`config.mk`:
```
export PLATFORM = sky130hd
export DESIGN_NAME = iter_divider_ctrl
export DESIGN_NICKNAME = d
export VERILOG_FILES = /design/src/rtl/riscv_div_pkg.sv /design/src/rtl/bit_Adder.sv /design/src/rtl/bit_Subtractor.sv /design/src/rtl/div_sign_fix.sv /design/src/rtl/iter_divider_ctrl.sv
export SDC_FILE = /design/constraint.sdc
export NUM_CORES = 1
export LEC_CHECK = 0
export CAP_MARGIN = 20
export CORE_AREA = 2 2 232 188
export CTS_CLUSTER_DIAMETER = 50
export CTS_CLUSTER_SIZE = 25
export DETAILED_ROUTE_END_ITERATION = 8
export DIE_AREA = 0 0 234 190
export DONT_BUFFER_PORTS = 1
export PLACE_DENSITY_LB_ADDON = 0.08
export SLEW_MARGIN = 20
export SYNTH_ARGS = -nofsm -noshare
export SYNTH_HDL_FRONTEND = slang
export SYNTH_SLANG_ARGS = --single-unit
```
`constraint.sdc`:
```
create_clock -name clk -period 6.13 [get_ports clk]
set_input_delay 0.613 -clock clk [delete_from_list [all_inputs] [get_ports clk]]
set_output_delay 0.613 -clock clk [all_outputs]
set_load 0.05 [all_outputs]
```
`src/rtl/riscv_div_pkg.sv`:
```
// Shared types and constants for the iterative divider.
package riscv_div_pkg;
  localparam int XLEN  = 64;
  localparam int CNT_W = $clog2(XLEN) + 1;
  localparam logic [XLEN-1:0] DIV0_QUOT = '1;

  typedef enum logic [2:0] {IDLE, SIGN_IN, CALC, SIGN_OUT, DONE} div_state_e;
endpackage

```
`src/rtl/bit_Adder.sv`:
```
// W-bit ripple-style adder with carry in/out.
module bit_Adder #(
  parameter int W = 64
) (
  input  logic [W-1:0] a,
  input  logic [W-1:0] b,
  input  logic         cin,
  output logic [W-1:0] sum,
  output logic         cout
);
  assign {cout, sum} = {1'b0, a} + {1'b0, b} + {{W{1'b0}}, cin};
endmodule

```
`src/rtl/bit_Subtractor.sv`:
```
// W-bit subtractor a - b; cout=1 means no borrow (a >= b unsigned).
module bit_Subtractor #(
  parameter int W = 64
) (
  input  logic [W-1:0] a,
  input  logic [W-1:0] b,
  output logic [W-1:0] diff,
  output logic         cout
);
  assign {cout, diff} = {1'b0, a} + {1'b0, ~b} + {{W{1'b0}}, 1'b1};
endmodule

```
`src/rtl/div_sign_fix.sv`:
```
// Conditional two's-complement negate: dout = neg ? -din : din.
module div_sign_fix
  import riscv_div_pkg::*;
(
  input  logic [XLEN-1:0] din,
  input  logic            neg,
  output logic [XLEN-1:0] dout
);
  logic [XLEN-1:0] negated;
  logic            unused_cout;

  bit_Adder #(.W(XLEN)) u_add (
    .a   (~din),
    .b   ({XLEN{1'b0}}),
    .cin (1'b1),
    .sum (negated),
    .cout(unused_cout)
  );

  assign dout = neg ? negated : din;
endmodule

```
`src/rtl/iter_divider_ctrl.sv`:
```
// Iterative 64-bit restoring divider, one quotient bit per clock, RISC-V M semantics.
// Define DIV_SIGNED_EN to honour div_signed (adds SIGN_IN/SIGN_OUT states).
module iter_divider_ctrl
  import riscv_div_pkg::*;
(
  input  logic            clk,
  input  logic            rst_n,
  input  logic            in_valid,
  output logic            in_ready,
  input  logic [XLEN-1:0] dividend,
  input  logic [XLEN-1:0] divisor,
  input  logic            div_signed,
  output logic            out_valid,
  input  logic            out_ready,
  output logic [XLEN-1:0] quotient,
  output logic [XLEN-1:0] remainder,
  output logic            div_by_zero,
  output logic            busy
);
  div_state_e       state;
  logic [XLEN-1:0]  rem, q, dvsr;
  logic [CNT_W-1:0] cnt;

  logic [XLEN-1:0]  shifted, diff, next_rem, next_q;
  logic             no_borrow, take, last_step;

  assign shifted = {rem[XLEN-2:0], q[XLEN-1]};

  bit_Subtractor #(.W(XLEN)) u_sub (
    .a   (shifted),
    .b   (dvsr),
    .diff(diff),
    .cout(no_borrow)
  );

  // rem[63] set means the 65-bit shifted value already exceeds any divisor
  assign take      = rem[XLEN-1] | no_borrow;
  assign next_rem  = take ? diff : shifted;
  assign next_q    = {q[XLEN-2:0], take};
  assign last_step = (cnt == CNT_W'(1));

`ifdef DIV_SIGNED_EN
  logic            sgn_op, neg_q, neg_r;
  logic [XLEN-1:0] fa_in, fb_in, fa_out, fb_out;
  logic            fa_neg, fb_neg;

  // Two negators shared: operand abs() in SIGN_IN, result fix-up in SIGN_OUT
  always_comb begin
    fa_in  = q;
    fa_neg = neg_q;
    fb_in  = rem;
    fb_neg = neg_r;
    if (state == SIGN_IN) begin
      fa_neg = q[XLEN-1];
      fb_in  = dvsr;
      fb_neg = dvsr[XLEN-1];
    end
  end

  div_sign_fix u_fix_a (.din(fa_in), .neg(fa_neg), .dout(fa_out));
  div_sign_fix u_fix_b (.din(fb_in), .neg(fb_neg), .dout(fb_out));
`else
  logic unused_div_signed;
  assign unused_div_signed = div_signed;
`endif

  always_ff @(posedge clk or negedge rst_n) begin
    if (!rst_n) begin
      state       <= IDLE;
      in_ready    <= 1'b1;
      out_valid   <= 1'b0;
      busy        <= 1'b0;
      quotient    <= '0;
      remainder   <= '0;
      div_by_zero <= 1'b0;
      cnt         <= '0;
      rem         <= '0;
      q           <= '0;
      dvsr        <= '0;
`ifdef DIV_SIGNED_EN
      sgn_op      <= 1'b0;
      neg_q       <= 1'b0;
      neg_r       <= 1'b0;
`endif
    end else begin
      case (state)
        IDLE: begin
          if (in_valid) begin
            in_ready <= 1'b0;
            busy     <= 1'b1;
            q        <= dividend;
            dvsr     <= divisor;
            rem      <= '0;
            cnt      <= CNT_W'(XLEN);
            if (divisor == '0) begin
              quotient    <= DIV0_QUOT;
              remainder   <= dividend;
              div_by_zero <= 1'b1;
              out_valid   <= 1'b1;
              state       <= DONE;
            end else begin
              div_by_zero <= 1'b0;
`ifdef DIV_SIGNED_EN
              sgn_op <= div_signed;
              state  <= div_signed ? SIGN_IN : CALC;
`else
              state  <= CALC;
`endif
            end
          end
        end
`ifdef DIV_SIGNED_EN
        SIGN_IN: begin
          q     <= fa_out;
          dvsr  <= fb_out;
          neg_q <= q[XLEN-1] ^ dvsr[XLEN-1];
          neg_r <= q[XLEN-1];
          state <= CALC;
        end
`endif
        CALC: begin
          rem <= next_rem;
          q   <= next_q;
          cnt <= cnt - 1'b1;
          if (last_step) begin
`ifdef DIV_SIGNED_EN
            if (sgn_op) begin
              state <= SIGN_OUT;
            end else begin
              quotient  <= next_q;
              remainder <= next_rem;
              out_valid <= 1'b1;
              state     <= DONE;
            end
`else
            quotient  <= next_q;
            remainder <= next_rem;
            out_valid <= 1'b1;
            state     <= DONE;
`endif
          end
        end
`ifdef DIV_SIGNED_EN
        SIGN_OUT: begin
          quotient  <= fa_out;
          remainder <= fb_out;
          out_valid <= 1'b1;
          state     <= DONE;
        end
`endif
        DONE: begin
          if (out_ready) begin
            out_valid <= 1'b0;
            in_ready  <= 1'b1;
            busy      <= 1'b0;
            state     <= IDLE;
          end
        end
        default: begin
          out_valid <= 1'b0;
          in_ready  <= 1'b1;
          busy      <= 1'b0;
          state     <= IDLE;
        end
      endcase
    end
  end
endmodule
```
==> flow_summary.json <==
{
  "outcome": "complete, but fails checks",
  "violations": "negative hold slack",
  "netlist_instances": 2111,
  "ys_top_cells_by_area": "dfrtp_1 46%, o21ai_0 8.3%, nand2_1 5.6%",
  "fin_crit_sh_pct": 71.2,
  "worst_pin_slew_ns": 1.07,
  "grt_remaining_overflow": 0,
  "rows": 68,
  "vdd_drop_max_uv": 189,
  "dp_hpwl_um": 40700,
  "dr.first_iter.drc_count": 1080,
  "cts_tree": "built",
  "relSlewSlack_pct": 28.5,
  "syn_avg_cell_area_um2": 8.52,
  "min_period_ns": 4.36,
  "synth_common_cells": "332 x dfrtp_1, 299 x o21ai_0, 267 x nand2_1",
  "synth-main-ff-cell": "dfrtp_1",
  "start_util_pct": 42.3,
  "h-tree-depth": 2,
  "grt_first_pass_wirelength_um": 87200,
  "path_clk_slew_ns": 0.07,
  "crit_required_ns": 6.52,
  "cp-end-kind": "flip-flop",
  "ys_seq_area_share_pct": 46.4,
  "leakage_nw": 9.13,
  "criticalPathCategory": "reg -> reg",
  "yosysWarnings": 0,
  "clock-root-buffer": "clkbuf_16",
  "dr.pass1.iters": 5,
  "synth-edff-count": 0,
  "cts_buffers": 38,
  "setup_viol": 0,
  "synth.cell_area_um2": 18000,
  "gp_congestion": 0.904,
  "cts.sinks": 333,
  "synth_top_area_share_pct": 46.2,
  "drive_gt1_share_pct": 5.25,
  "finClkSkew_ns": 0.0151,
  "seqCellArea_um2": 8330,
  "fill_cells": 4191,
  "final_core_util_pct": 46.1,
  "place_area_um2": 18300,
  "maxCapViolations": 0,
  "diodes": 0,
  "antenna_found_initial": 0,
  "min_path_type": "in -> async",
  "final_nets": 2227,
  "dieWidth_um": 234,
  "core_area_um2": 42500,
  "wire_per_inst_um": 21.7,
  "syn_to_final_growth_pct": 8.91,
  "critPathMaxFanout": 35,
  "via_per_inst": 5.69,
  "cp.arrival_ns": 4.75,
  "yosysTopAreaCell": "dfrtp_1",
  "die_area_um2": 44500,
  "groute.usage.overall_pct": 25.4,
  "slew_violations": 0,
  "postRouteAntennaNets": 0,
  "yosysMostFrequentCell": "dfrtp_1",
  "io_pins": 265,
  "grt_start_max_net_pins": 334,
  "rsz0062_at_grt": "false",
  "cp-start-kind": "flip-flop",
  "yosys_register_bits": 333,
  "async_flop_share_pct": 100,
  "multiInputGateArea_um2": 8790,
  "max_clock_freq_mhz": 229,
  "hold_slack_ns": -0.243,
  "port_buffers": 0,
  "cts_buffer_depth": 3,
  "finalSetupTns_ns": 0,
  "final_area_um2": 19600,
  "vias": 14900,
  "synthesis.nets": 2311,
  "die_y_um": 190,
  "drc": 0,
  "insertion_delay_ns": 0.55,
  "grt_pass1_vias": 14500,
  "power_density_nw_per_um2": 236,
  "final-hold-violation-count": 332,
  "drt_wl_total_um": 56700,
  "synth.distinct_cells": 68
}
power breakdown:
group          total, mW  internal [mW]  switching [mW]
Sequential          2.20           2.20               0
Clock               2.41           1.40            1.02
Combinational    0.00716        0.00431         0.00284
Total               4.62           3.60            1.02
worst max-delay path, cell delays in order (launching register included):
cell and delay (ns):
dfrtp_1 0.40, ha_1 0.38, a21oi_1 0.25, o21ai_0 0.15
a221o_1 0.36, o21ai_0 0.52, o21a_1 0.35, o22a_1 0.24
a31o_2 0.50, buf_4 0.46, nor2_1 0.10, a21oi_1 0.33
o21ai_0 0.12
cells by family (layout without fill, tap and decap cells):
| kind of cell | count (synthesis) | count (layout) | share of synthesized area (%) |
|---|---|---|---|
| AOI/OAI and AO/OA | 654 | 654 | 20.8 |
| xor gates and xnor gates | 56 | 56 | 2.73 |
| and+or+nand+nor | 749 | 749 | 18.7 |
| buffers and inverters | 220 | 165 | 4.91 |
| muxes | 32 | 32 | 1.78 |
| DFF | 333 | 333 | 46.4 |
| adders and majority gates | 67 | 67 | 4.70 |
stage by stage:
step / power (mW) / std cells / hold WS [ns] / setup WS (ns)
5_1_grt: 4.75 / 2616 / -0.269 / 1.50
3_3_place_gp: 2.25 / 2547 / 0.324 / 1.83
2_1_floorplan: 2.24 / 2111 / 0.317 / 3.12
6_report: 4.62 / 2616 / -0.243 / 1.77
4_1_cts: 4.68 / 2616 / -0.266 / 1.83
3_5_place_dp: 2.25 / 2547 / 0.325 / 1.82
worst paths after layout:
path	end	from	slack, ns	depth (start not counted)
max in group asynchronous	dvsr[40]	rst_n	5.75	0
worst max register to register	rem[40]	rem[22]	1.77	12
min in group clk	dvsr[59]	divisor[59]	0.19	2
worst min register to register	dvsr[0]	dvsr[0]	0.49	2
worst min-delay path	quotient[17]	rst_n	-0.24	0
worst max-delay path	rem[40]	rem[22]	1.77	12
state kept, by name (all words and copies together), names as in the netlist:
name         count
q               64
busy             1
cnt              7
out_valid        1
state            2
quotient        64
in_ready         1
rem             64
dvsr            64
div_by_zero      1
remainder       64
area by class of cell:
type,count,share of cell area [%]
multi-input combinational,1558,44.9
sequential,333,42.6
clock buffer,42,5.19
tap,560,3.58
inverter,82,1.57
clock inverter,27,1.56
timing repair buffer,14,0.620
metal layers:
| metal | vias to the layer above | share of wire [%] | GRT usage (%) |
|---|---|---|---|
| li1 | 7242 | - | - |
| met1 | 7262 | 44 | 34.3 |
| met2 | 316 | 47 | 41.5 |
| met3 | 59 | 6.4 | 5.74 |
| met4 | 0 | 2.2 | 6.13 |
| met5 | - | 0 | 0 |
layout by cell type, fill, tap and decap left out, types with 10 or more instances in the layout:
| cell type | count |
|---|---|
| xor2_1 | 23 |
| and3_1 | 53 |
| o22ai_1 | 54 |
| a31oi_1 | 15 |
| buf_4 | 12 |
| nor4_1 | 22 |
| o21ai_0 | 299 |
| or3_1 | 15 |
| ha_1 | 66 |
| a211oi_1 | 10 |
| o21a_1 | 11 |
| inv_1 | 82 |
| nand4_1 | 22 |
| a21o_1 | 31 |
| nor2_1 | 216 |
| nand2_1 | 265 |
| dfrtp_1 | 332 |
| mux2i_1 | 32 |
| xnor2_1 | 33 |
| nor3_1 | 31 |
| a21oi_1 | 161 |
| nand3_1 | 78 |
| clkbuf_16 | 39 |
repair_timing:
action                                 CTS  global route
gates resized for setup                  0             0
setup buffers                            0             0
endpoints found under the hold margin  333           332
Note: power is estimated with default switching activity, not from simulation.
